--- src/rtl/aftab_div_pkg.sv ---
// Shared encodings and helpers for the AFTAB AAU radix-2^K restoring divider.
package aftab_div_pkg;

    typedef enum logic [1:0] {
        OP_DIV  = 2'b00,
        OP_DIVU = 2'b01,
        OP_REM  = 2'b10,
        OP_REMU = 2'b11
    } divOp_e;

    typedef enum logic [1:0] {
        S_IDLE = 2'b00,
        S_PREP = 2'b01,
        S_ITER = 2'b10,
        S_DONE = 2'b11
    } divState_e;

    // Bit 0 of the op marks an unsigned variant, bit 1 selects the remainder.
    function automatic logic isSignedOp(input divOp_e op);
        return !op[0];
    endfunction

    function automatic logic isRemOp(input divOp_e op);
        return op[1];
    endfunction

endpackage

--- src/rtl/aftab_rv_divider_if.sv ---
// Request/response bundle between the AAU controller and the divider.
interface aftab_rv_divider_if #(
    parameter int unsigned WIDTH = 32
) ();
    import aftab_div_pkg::*;

    logic             startDiv;
    logic             abortDiv;
    divOp_e           op;
    logic [WIDTH-1:0] dividend;
    logic [WIDTH-1:0] divisor;
    logic             readyDiv;
    logic             doneDiv;
    logic [WIDTH-1:0] result;
    logic             divByZero;
    logic             overflow;

    modport master (
        output startDiv, abortDiv, op, dividend, divisor,
        input  readyDiv, doneDiv, result, divByZero, overflow
    );

    modport slave (
        input  startDiv, abortDiv, op, dividend, divisor,
        output readyDiv, doneDiv, result, divByZero, overflow
    );
endinterface

--- src/rtl/aftab_div_step.sv ---
// One restoring division iteration: shift in the next dividend bit, trial subtract, restore on borrow.
module aftab_div_step #(
    parameter int unsigned WIDTH = 32
) (
    input  logic [WIDTH:0]   rem,
    input  logic [WIDTH-1:0] quo,
    input  logic [WIDTH-1:0] dvs,
    output logic [WIDTH:0]   remNext,
    output logic [WIDTH-1:0] quoNext
);
    logic [WIDTH:0] remShift;
    logic [WIDTH:0] trial;

    // The remainder never exceeds the divisor, so dropping its top bit on the shift is lossless.
    always_comb begin
        remShift = (WIDTH+1)'({rem, quo[WIDTH-1]});
        trial    = remShift - {1'b0, dvs};
        remNext  = trial[WIDTH] ? remShift : trial;
        quoNext  = {quo[WIDTH-2:0], ~trial[WIDTH]};
    end
endmodule

--- src/rtl/aftab_rv_divider.sv ---
// Multi-cycle RISC-V DIV/DIVU/REM/REMU unit with ready/start/done handshake and abort.
module aftab_rv_divider
    import aftab_div_pkg::*;
#(
    parameter int unsigned WIDTH = 32,
    parameter int unsigned K     = 1
) (
    input logic               clk,
    input logic               rst,
    aftab_rv_divider_if.slave divIf
);
    localparam int unsigned    ITERS   = WIDTH / K;
    localparam int unsigned    CNT_W   = $clog2(ITERS);
    localparam logic [WIDTH-1:0] MIN_NEG = {1'b1, {(WIDTH-1){1'b0}}};

    divState_e        state;
    divOp_e           opR;
    logic [WIDTH-1:0] dvdR;
    logic [WIDTH-1:0] dvsR;
    logic [WIDTH-1:0] quoR;
    logic [WIDTH:0]   remR;
    logic [CNT_W-1:0] cnt;
    logic             signQ;
    logic             signR;
    logic             readyR;
    logic             doneR;
    logic [WIDTH-1:0] resultR;
    logic             dbzR;
    logic             ovfR;

    logic             sd;
    logic             sv;
    logic             divZero;
    logic             divOvf;
    logic [WIDTH-1:0] magDvd;
    logic [WIDTH-1:0] magDvs;
    logic [WIDTH-1:0] quoFin;
    logic [WIDTH-1:0] remFin;
    logic [WIDTH-1:0] quoOut;
    logic [WIDTH-1:0] remOut;

    logic [WIDTH:0]   remChain [K+1];
    logic [WIDTH-1:0] quoChain [K+1];

    // Sign/magnitude and special-case detection on the raw operands held during PREP.
    always_comb begin
        sd      = isSignedOp(opR) & dvdR[WIDTH-1];
        sv      = isSignedOp(opR) & dvsR[WIDTH-1];
        magDvd  = sd ? (~dvdR + WIDTH'(1)) : dvdR;
        magDvs  = sv ? (~dvsR + WIDTH'(1)) : dvsR;
        divZero = (dvsR == '0);
        divOvf  = isSignedOp(opR) && (dvdR == MIN_NEG) && (dvsR == '1);
    end

    assign remChain[0] = remR;
    assign quoChain[0] = quoR;

    for (genvar i = 0; i < K; i++) begin : gStep
        aftab_div_step #(.WIDTH(WIDTH)) uStep (
            .rem     (remChain[i]),
            .quo     (quoChain[i]),
            .dvs     (dvsR),
            .remNext (remChain[i+1]),
            .quoNext (quoChain[i+1])
        );
    end

    always_comb begin
        quoFin = quoChain[K];
        remFin = remChain[K][WIDTH-1:0];
        quoOut = signQ ? (~quoFin + WIDTH'(1)) : quoFin;
        remOut = signR ? (~remFin + WIDTH'(1)) : remFin;
    end

    always_ff @(posedge clk) begin
        if (rst) begin
            state   <= S_IDLE;
            opR     <= OP_DIV;
            dvdR    <= '0;
            dvsR    <= '0;
            quoR    <= '0;
            remR    <= '0;
            cnt     <= '0;
            signQ   <= 1'b0;
            signR   <= 1'b0;
            readyR  <= 1'b1;
            doneR   <= 1'b0;
            resultR <= '0;
            dbzR    <= 1'b0;
            ovfR    <= 1'b0;
        end else begin
            doneR <= 1'b0;
            case (state)
                S_IDLE, S_DONE: begin
                    if (divIf.startDiv && !divIf.abortDiv) begin
                        opR    <= divIf.op;
                        dvdR   <= divIf.dividend;
                        dvsR   <= divIf.divisor;
                        readyR <= 1'b0;
                        state  <= S_PREP;
                    end else begin
                        readyR <= 1'b1;
                        state  <= S_IDLE;
                    end
                end
                S_PREP: begin
                    if (divIf.abortDiv) begin
                        readyR <= 1'b1;
                        state  <= S_IDLE;
                    end else begin
                        signQ <= sd ^ sv;
                        signR <= sd;
                        quoR  <= magDvd;
                        dvsR  <= magDvs;
                        remR  <= '0;
                        cnt   <= '0;
                        dbzR  <= divZero;
                        ovfR  <= divOvf && !divZero;
                        if (divZero) begin
                            resultR <= isRemOp(opR) ? dvdR : '1;
                            doneR   <= 1'b1;
                            readyR  <= 1'b1;
                            state   <= S_DONE;
                        end else if (divOvf) begin
                            resultR <= isRemOp(opR) ? '0 : dvdR;
                            doneR   <= 1'b1;
                            readyR  <= 1'b1;
                            state   <= S_DONE;
                        end else begin
                            state <= S_ITER;
                        end
                    end
                end
                S_ITER: begin
                    if (divIf.abortDiv) begin
                        readyR <= 1'b1;
                        state  <= S_IDLE;
                    end else begin
                        quoR <= quoChain[K];
                        remR <= remChain[K];
                        cnt  <= cnt + CNT_W'(1);
                        if (cnt == CNT_W'(ITERS - 1)) begin
                            resultR <= isRemOp(opR) ? remOut : quoOut;
                            doneR   <= 1'b1;
                            readyR  <= 1'b1;
                            state   <= S_DONE;
                        end
                    end
                end
                default: begin
                    readyR <= 1'b1;
                    state  <= S_IDLE;
                end
            endcase
        end
    end

    assign divIf.readyDiv  = readyR;
    assign divIf.doneDiv   = doneR;
    assign divIf.result    = resultR;
    assign divIf.divByZero = dbzR;
    assign divIf.overflow  = ovfR;
endmodule

--- src/flat_wrapper.sv ---
// flat-port wrapper written by rule: the top's interface ports become plain ports
module aftab_rv_divider_flat import aftab_div_pkg::*;
#(
    parameter int unsigned WIDTH = 32,
    parameter int unsigned K     = 1
)
  (clk, rst, divIf_startDiv, divIf_abortDiv, divIf_op, divIf_dividend, divIf_divisor, divIf_readyDiv, divIf_doneDiv, divIf_result, divIf_divByZero, divIf_overflow);
  aftab_rv_divider_if #(.WIDTH(WIDTH)) divIf_i ();
  input logic clk;
  input logic rst;
  input wire logic [$bits(divIf_i.startDiv)-1:0] divIf_startDiv;
  input wire logic [$bits(divIf_i.abortDiv)-1:0] divIf_abortDiv;
  input wire logic [$bits(divIf_i.op)-1:0] divIf_op;
  input wire logic [$bits(divIf_i.dividend)-1:0] divIf_dividend;
  input wire logic [$bits(divIf_i.divisor)-1:0] divIf_divisor;
  output wire logic [$bits(divIf_i.readyDiv)-1:0] divIf_readyDiv;
  output wire logic [$bits(divIf_i.doneDiv)-1:0] divIf_doneDiv;
  output wire logic [$bits(divIf_i.result)-1:0] divIf_result;
  output wire logic [$bits(divIf_i.divByZero)-1:0] divIf_divByZero;
  output wire logic [$bits(divIf_i.overflow)-1:0] divIf_overflow;
  assign divIf_i.startDiv = divIf_startDiv;
  assign divIf_i.abortDiv = divIf_abortDiv;
  assign divIf_i.op = divIf_op;
  assign divIf_i.dividend = divIf_dividend;
  assign divIf_i.divisor = divIf_divisor;
  assign divIf_readyDiv = divIf_i.readyDiv;
  assign divIf_doneDiv = divIf_i.doneDiv;
  assign divIf_result = divIf_i.result;
  assign divIf_divByZero = divIf_i.divByZero;
  assign divIf_overflow = divIf_i.overflow;
  aftab_rv_divider #(.WIDTH(WIDTH), .K(K)) u_core (.clk(clk), .rst(rst), .divIf(divIf_i));
endmodule
--- config.mk ---
export PLATFORM = sky130hd
export DESIGN_NAME = aftab_rv_divider_flat
export DESIGN_NICKNAME = d
export VERILOG_FILES = /design/src/rtl/aftab_div_pkg.sv /design/src/rtl/aftab_rv_divider_if.sv /design/src/rtl/aftab_div_step.sv /design/src/rtl/aftab_rv_divider.sv /design/src/flat_wrapper.sv
export SDC_FILE = /design/constraint.sdc
export NUM_CORES = 1
export LEC_CHECK = 0
export BUFFER_PORTS_ARGS = -buffer_cell sky130_fd_sc_hd__buf_2
export CORE_MARGIN = 5
export CORE_UTILIZATION = 55
export DETAILED_ROUTE_END_ITERATION = 8
export PLACE_DENSITY = 0.81
export REMOVE_ABC_BUFFERS = 1
export SYNTH_ARGS = -nofsm -noshare
export SYNTH_HDL_FRONTEND = slang
export SYNTH_SLANG_ARGS = --single-unit
--- constraint.sdc ---
create_clock -name clk -period 5.8 [get_ports clk]
set_clock_uncertainty 0.15 [all_clocks]
set_input_delay 0.58 -clock clk [delete_from_list [all_inputs] [get_ports clk]]
set_output_delay 0.58 -clock clk [all_outputs]
set_load 0.02 [all_outputs]
Word-level counts from Yosys, hierarchy flattened
Index checks and enable logic that the tools add are counted.
{ "totals": {"elab_cells": 107, "regBits": 175, "out_inout_bits": 36, "inputBits": 70} }
{ "op_classes": {"n_bitwise": 9, "reduce_logical": 18, "mux": 46, "n_eq_ne": 14, "addsub": 6} }
{ "ops": {"columns": ["cell", "n"], "rows": [
  ["$mux 32", 19],
  ["$pmux 32 s2", 4],
  ["$add 32x1->32 const B", 4],
  ["$not 32->32", 4],
  ["$eq 32x32->1 const B", 2],
  ["$sub 33x32->33", 1],
  ["$logic_not 32->1", 1],
  ["$mux 1", 13],
  ["$mux 5", 2],
  ["$pmux 5 s2", 1],
  ["$mux 2", 4],
  ["$ne 2x1->1 const B", 3],
  ["$pmux 2 s3", 1],
  ["$reduce_and 2->1", 3],
  ["$add 5x1->5 const B", 1],
  ["$eq 5x5->1 const B", 1],
  ["$reduce_and 5->1", 1],
  ["$eq 2x2->1 const B", 2],
  ["$logic_and 1x1->1", 4],
  ["$ne 2x2->1 const B", 2],
  ["$ne 4x2->1 const B", 1],
  ["$reduce_and 4->1", 1],
  ["$reduce_bool 2->1", 2],
  ["$logic_not 1->1", 3],
  ["other kinds (11)", 13]
]} }

Longest topological paths before layout
{ "depth": {"ltp_word": 9, "depth_mapped": 25, "depth_no_buf": 23} }

By module
A second synthesis with hierarchy kept.
{ "unflattened": {"cells_unflattened": 1785, "hier_area_um2": 13589.3} }
{ "by_module_without_submodules": {"columns": ["module", "n_inst", "seq_area_each_um2", "area_per_inst_um2", "cells_each"], "rows": [
  ["aftab_rv_divider", 1, 3523.4, 10891.7, 1398],
  ["aftab_div_step", 1, 0.0, 2697.6, 387]
]} }

Worst setup path before layout
No wires, ideal clock.
{ "synth_path": {"kind": "flip-flop to flip-flop", "from": "register u_core.dvsR[19]", "to": "register u_core.resultR[28] (netlist: u_core.divIf.result[28])", "path_buffers": 2, "required_time_ns": 5.514, "setup_ns": 0.136, "path_stages_with_launch": 23, "arrival_time_ns": 4.069, "slack_ns": 1.445, "period_less_slack_ns": 4.355, "path_cell_list": "dfxtp_1 -> inv_1 -> ha_1 -> a21oi_1 -> o21ai_2 -> a211oi_1 -> o31ai_2 -> nor3_2 -> nor2_4 -> inv_2 -> buf_2 -> buf_2 -> nand2_1 -> o21ai_0 -> inv_1 -> ha_1 -> nand2b_1 -> and3b_1 -> a22oi_2 -> nor2_1 -> mux2_1 -> nor2_1 -> o32ai_2"} }
{ "synth_between": {"elab_chain_cells": 9, "word_cells_on_any_way": 20, "cone_classes": "add/sub: 3; eq/ne: 2; mux: 9; bitwise: 3; reduce/logical: 3"} }
{ "synth_rtl": {"columns": ["element", "line_no", "text"], "rows": [
  ["start, declared", "aftab_rv_divider.sv:19", "logic [WIDTH-1:0] dvsR;"],
  ["start signal, assigned", "aftab_rv_divider.sv:98", "dvsR <= divIf.divisor;"],
  ["start signal, assigned", "aftab_rv_divider.sv:114", "dvsR <= magDvs;"],
  ["$sub 33x32->33", "aftab_div_step.sv:17", "trial = remShift - {1'b0, dvs};"],
  ["$mux 32 or $not 1->1 (tied branches)", "aftab_div_step.sv:18, aftab_div_step.sv:19", null],
  ["$not 32->32 (on tied branches)", "aftab_rv_divider.sv:72, aftab_rv_divider.sv:71", null],
  ["$add 32x1->32 (on tied branches)", "aftab_rv_divider.sv:72, aftab_rv_divider.sv:71", null],
  ["$mux 32 (on tied branches)", "aftab_rv_divider.sv:72, aftab_rv_divider.sv:71", null],
  ["$mux 32", "aftab_rv_divider.sv:143", "resultR <= isRemOp(opR) ? remOut : quoOut;"],
  ["$mux 32", "aftab_rv_divider.sv:142", "if (cnt == CNT_W'(ITERS - 1)) begin"],
  ["$mux 32", "aftab_rv_divider.sv:135", "if (divIf.abortDiv) begin"],
  ["$pmux 32 s2", "aftab_rv_divider.sv:93", "case (state)"],
  ["end signal, assigned", "aftab_rv_divider.sv:120", "resultR <= isRemOp(opR) ? dvdR : '1;"],
  ["end signal, assigned", "aftab_rv_divider.sv:125", "resultR <= isRemOp(opR) ? '0 : dvdR;"],
  ["end signal, assigned", "aftab_rv_divider.sv:143", null],
  ["end, declared", "aftab_rv_divider.sv:27", "logic [WIDTH-1:0] resultR;"]
]} }
Several ways; a longest one is shown, not always the timed one. The select of a mux whose other input is x is not followed.
A chain may end at the register's enable or synchronous reset.

Final worst setup path
{ "layout_path": {"from": "register u_core.dvsR[2]", "to": "register u_core.resultR[10] (netlist: u_core.divIf.result[10])"} }
Same word-level chain as after synthesis.

==> run summary <==
• **run status** finished clean
• **crit path launch type** flop
• **count of pins over their slew limit** 0
• **share of layout cells above drive strength 1** 0.105
• **largest net degree at the start of global routing** 114
• **portion of the post-synthesis area used by sequential elements** 0.264
• **Max Clk Rate** 201 MHz
• **maximum level of the CTS H-tree** 4
• **post-detailed-route wirelength per cell** 17.9 µm
• **cells after synthesis** 1894
• **number of enable flip-flop cells after synthesis** 0
• **area added between synthesis and finish** 8.83%
• **Die Area** 27300 µm²
• **core area** 23600 µm²
• **residual overflow from global routing** 0
• **kind of critical path** flop to flop
• **Leak Pwr** 0.00547 µW
• **buffers from clock root to sink, at most** 2
• **number of top-level design ports** 106
• **first-pass GRT wire length** 64400 µm
• **Commonest cells post-synth** sky130_fd_sc_hd__nand2_1 (329), sky130_fd_sc_hd__nor2_1 (208), sky130_fd_sc_hd__a21oi_1 (192), sky130_fd_sc_hd__dfxtp_1 (175), sky130_fd_sc_hd__o21ai_0 (118)
• **count of synthesis-stage warnings from yosys** 0
• **number of diodes** 0
• **Synth Cell Area** 13300 µm²
• **number of max-cap violations** 0
• **net count of the finished layout** 2018
• **initial antenna violation count** 0
• **placed instance area** 13900 µm²
• **relative slew slack** 0.275
• **TritonCTS clock tree** built
• **Setup Fix Bufs, Post-CTS** 0
• **maximum fanout count along the critical path** 14
• **launch instance of the worst register-to-register path** u_core.dvsR[2]
• **average vias per placed instance** 6.17
• **die span in x** 165 µm
• **element type at the critical path end** flop
• **cell area after layout** 14400 µm²
• **CTS resizes** 0
• **clock sink total** 175
• **remaining design rule violation count** 0
• **synth unique cells** 89
• **vias after detailed routing** 13.8k
• **crit path launch** u_core.dvsR[2]
• **endpoints failing setup** 0
• **Cell Pwr Density** 225 nW/µm²
• **DP Wirelength** 28900 µm
• **area share of the largest cell type after synthesis** 0.264
• **number of global-route vias before repair** 12.5k
• **final cycle utilization of the critical path** 0.857
• **setup repair after global routing missed its margin** false
• **worst skew pair latency** 0.44 ns
• **proportion of register bits with asynchronous set or reset after synthesis** 0
• **Avg Inst Size Synth** 7.00 µm²
• **path category of the worst min-delay check** input port to flop
• **effective utilization at floorplan** 0.562
• **cell with the most instances after synthesis** sky130_fd_sc_hd__nand2_1
• **min-delay src** divIf_dividend[28]
• **antenna-violating nets left** 0
• **library cell occupying the most area in the post-synthesis netlist** sky130_fd_sc_hd__dfxtp_1
• **number of cell rows** 56
• **top flip-flop cell by instance count after synthesis** sky130_fd_sc_hd__dfxtp_1
• **Hold Fails Final Rpt** 0
• **Slew @ Worst Pin** 1.09 ns
• **count of input and output buffers** 105
• **global placement routability congestion** 1.01
• **drt total wl** 40100 µm
• **die outline height** 165 µm
• **# hold bufs at CTS** 0
• **required time worst endpoint** 5.98 ns
• **buffer type at the clock tree root** sky130_fd_sc_hd__clkbuf_16
• **number of buffers created by CTS** 17
• **utilization after layout** 0.611
• **leading cell types by total area after synthesis** sky130_fd_sc_hd__dfxtp_1 (26%), sky130_fd_sc_hd__nand2_1 (9.3%), sky130_fd_sc_hd__a21oi_1 (7.2%), sky130_fd_sc_hd__nor2_1 (5.9%), sky130_fd_sc_hd__o21ai_0 (4.5%)
• **initial DRC count** 1633
• **largest voltage drop on the vdd net** 156 µV
• **total iterations of the first detailed-routing run** 5
• **fin crit period** 4.97 ns
• **Clock Pin Slew Worst Setup and Hold Paths** 0.08 ns
• **arrival time of data at the critical path endpoint** 5.15 ns
• **Overall Global Routing Usage** 0.290
• **register bit count reported by yosys** 175
flip-flops by register name, summed over array words and instances (netlist names):
name and flops:
u_core.opR 2, u_core.remR 32, u_core.quoR 32, u_core.dvsR 32
u_core.divIf.result 32, u_core.cnt 5, u_core.divIf.overflow 1, u_core.signQ 1
u_core.signR 1, u_core.divIf.readyDiv 1, u_core.dvdR 32, u_core.divIf.doneDiv 1
u_core.divIf.divByZero 1, u_core.state 2
per-stage QoR:
step	hold WS (ns)	TNS [ns]	instances	setup WS [ns]	power, µW
final	0.211	0	2238	0.831	3250
after global routing	0.211	0	2238	0.519	3390
after CTS	0.208	0	2238	0.913	3240
after detailed placement	0.296	0	2206	0.955	2110
after global placement	0.288	0	2206	1.14	2100
after floorplan	0.307	-2.98	1763	-0.341	1870
cell type report:
cell class	count	area, µm²
Fill cell	2189	9180
Clock inverter	15	150
Clock buffer	17	425
Inverter	50	188
Sequential cell	175	3500
Multi-Input combinational cell	1538	9090
Tap cell	319	399
Timing Repair Buffer	124	683
report_power, final:
group,switching [µW],internal (µW)
Sequential,44.9,1230
Combinational,535,297
Clock,571,571
Total,1150,2100
routing by layer:
metal / vias to the layer above / share of wire / track usage / routed length (µm)
met3: 72 / 0.082 / 0.0395 / 3310
met4: 0 / 0.023 / 0.0881 / 935
met1: 6369 / 0.45 / 0.411 / 18000
li1: 6746 / - / - / -
met5: - / 0 / 0 / 0
met2: 616 / 0.44 / 0.459 / 17800
cells in the final DEF, fill, tap and decap left out, types with 5 or more instances in the layout:
cell and count:
sky130_fd_sc_hd__o31ai_1 39, sky130_fd_sc_hd__ha_1 39, sky130_fd_sc_hd__nor3b_1 8, sky130_fd_sc_hd__or4_1 9, sky130_fd_sc_hd__a31o_2 5, sky130_fd_sc_hd__o22ai_1 15
sky130_fd_sc_hd__nor4_1 10, sky130_fd_sc_hd__o211ai_1 14, sky130_fd_sc_hd__buf_2 104, sky130_fd_sc_hd__maj3_1 13, sky130_fd_sc_hd__dfxtp_1 175, sky130_fd_sc_hd__o41ai_1 10
sky130_fd_sc_hd__xnor2_1 56, sky130_fd_sc_hd__nor2_1 207, sky130_fd_sc_hd__o21ai_0 118, sky130_fd_sc_hd__o21a_1 10, sky130_fd_sc_hd__inv_1 47, sky130_fd_sc_hd__clkbuf_16 17
sky130_fd_sc_hd__or3_1 18, sky130_fd_sc_hd__a21o_1 8, sky130_fd_sc_hd__o2111ai_1 6, sky130_fd_sc_hd__a31oi_1 5, sky130_fd_sc_hd__nand4_1 20, sky130_fd_sc_hd__o21ai_1 25
sky130_fd_sc_hd__and2_1 9, sky130_fd_sc_hd__nor3_1 63, sky130_fd_sc_hd__nand2b_1 11, sky130_fd_sc_hd__xor2_1 49, sky130_fd_sc_hd__a211oi_1 31, sky130_fd_sc_hd__and3_1 12
sky130_fd_sc_hd__o21bai_1 7, sky130_fd_sc_hd__nand2_1 329, sky130_fd_sc_hd__nor2b_1 24, sky130_fd_sc_hd__a22oi_1 40, sky130_fd_sc_hd__nand3_1 25, sky130_fd_sc_hd__a21oi_1 192
sky130_fd_sc_hd__mux2i_1 24, sky130_fd_sc_hd__buf_4 19
logic make-up (layout without fill, tap and decap cells):
family          Yosys count  count (layout)  share of synthesized area
buf+inv                 181             206                     0.0541
xor+xnor                105             105                     0.0693
mux                      29              29                     0.0224
flops                   175             175                      0.264
compound gates          577             577                      0.276
simple gates            772             772                      0.264
fa+ha+maj                55              55                     0.0500
worst max-delay path: stages, from the launching register on:
cell                       delay (ns)
sky130_fd_sc_hd__dfxtp_1         0.53
sky130_fd_sc_hd__inv_1           0.11
sky130_fd_sc_hd__ha_1            0.37
sky130_fd_sc_hd__nor2b_4         0.17
sky130_fd_sc_hd__o311a_4         0.34
sky130_fd_sc_hd__o211ai_4        0.24
sky130_fd_sc_hd__a21oi_2         0.12
sky130_fd_sc_hd__nor3_2          0.45
sky130_fd_sc_hd__nor2_4          0.15
sky130_fd_sc_hd__inv_2           0.23
sky130_fd_sc_hd__o21ai_0         0.19
sky130_fd_sc_hd__inv_1           0.10
sky130_fd_sc_hd__ha_1            0.19
sky130_fd_sc_hd__nand2_1         0.12
sky130_fd_sc_hd__o41ai_1         0.59
sky130_fd_sc_hd__o211ai_1        0.21
sky130_fd_sc_hd__nand2_1         0.13
sky130_fd_sc_hd__xor2_1          0.19
sky130_fd_sc_hd__a21oi_1         0.09
sky130_fd_sc_hd__a22o_1          0.21
final timing paths:
check                                 end  cells past startpoint  slack, ns
setup / recovery  u_core.divIf.result[10]                     19       0.83
hold reg to reg    u_core.divIf.result[3]                      2       0.31
setup reg to reg  u_core.divIf.result[10]                     19       0.83
hold / removal            u_core.dvdR[28]                      3       0.21
Note: power is estimated with default switching activity, not from simulation.
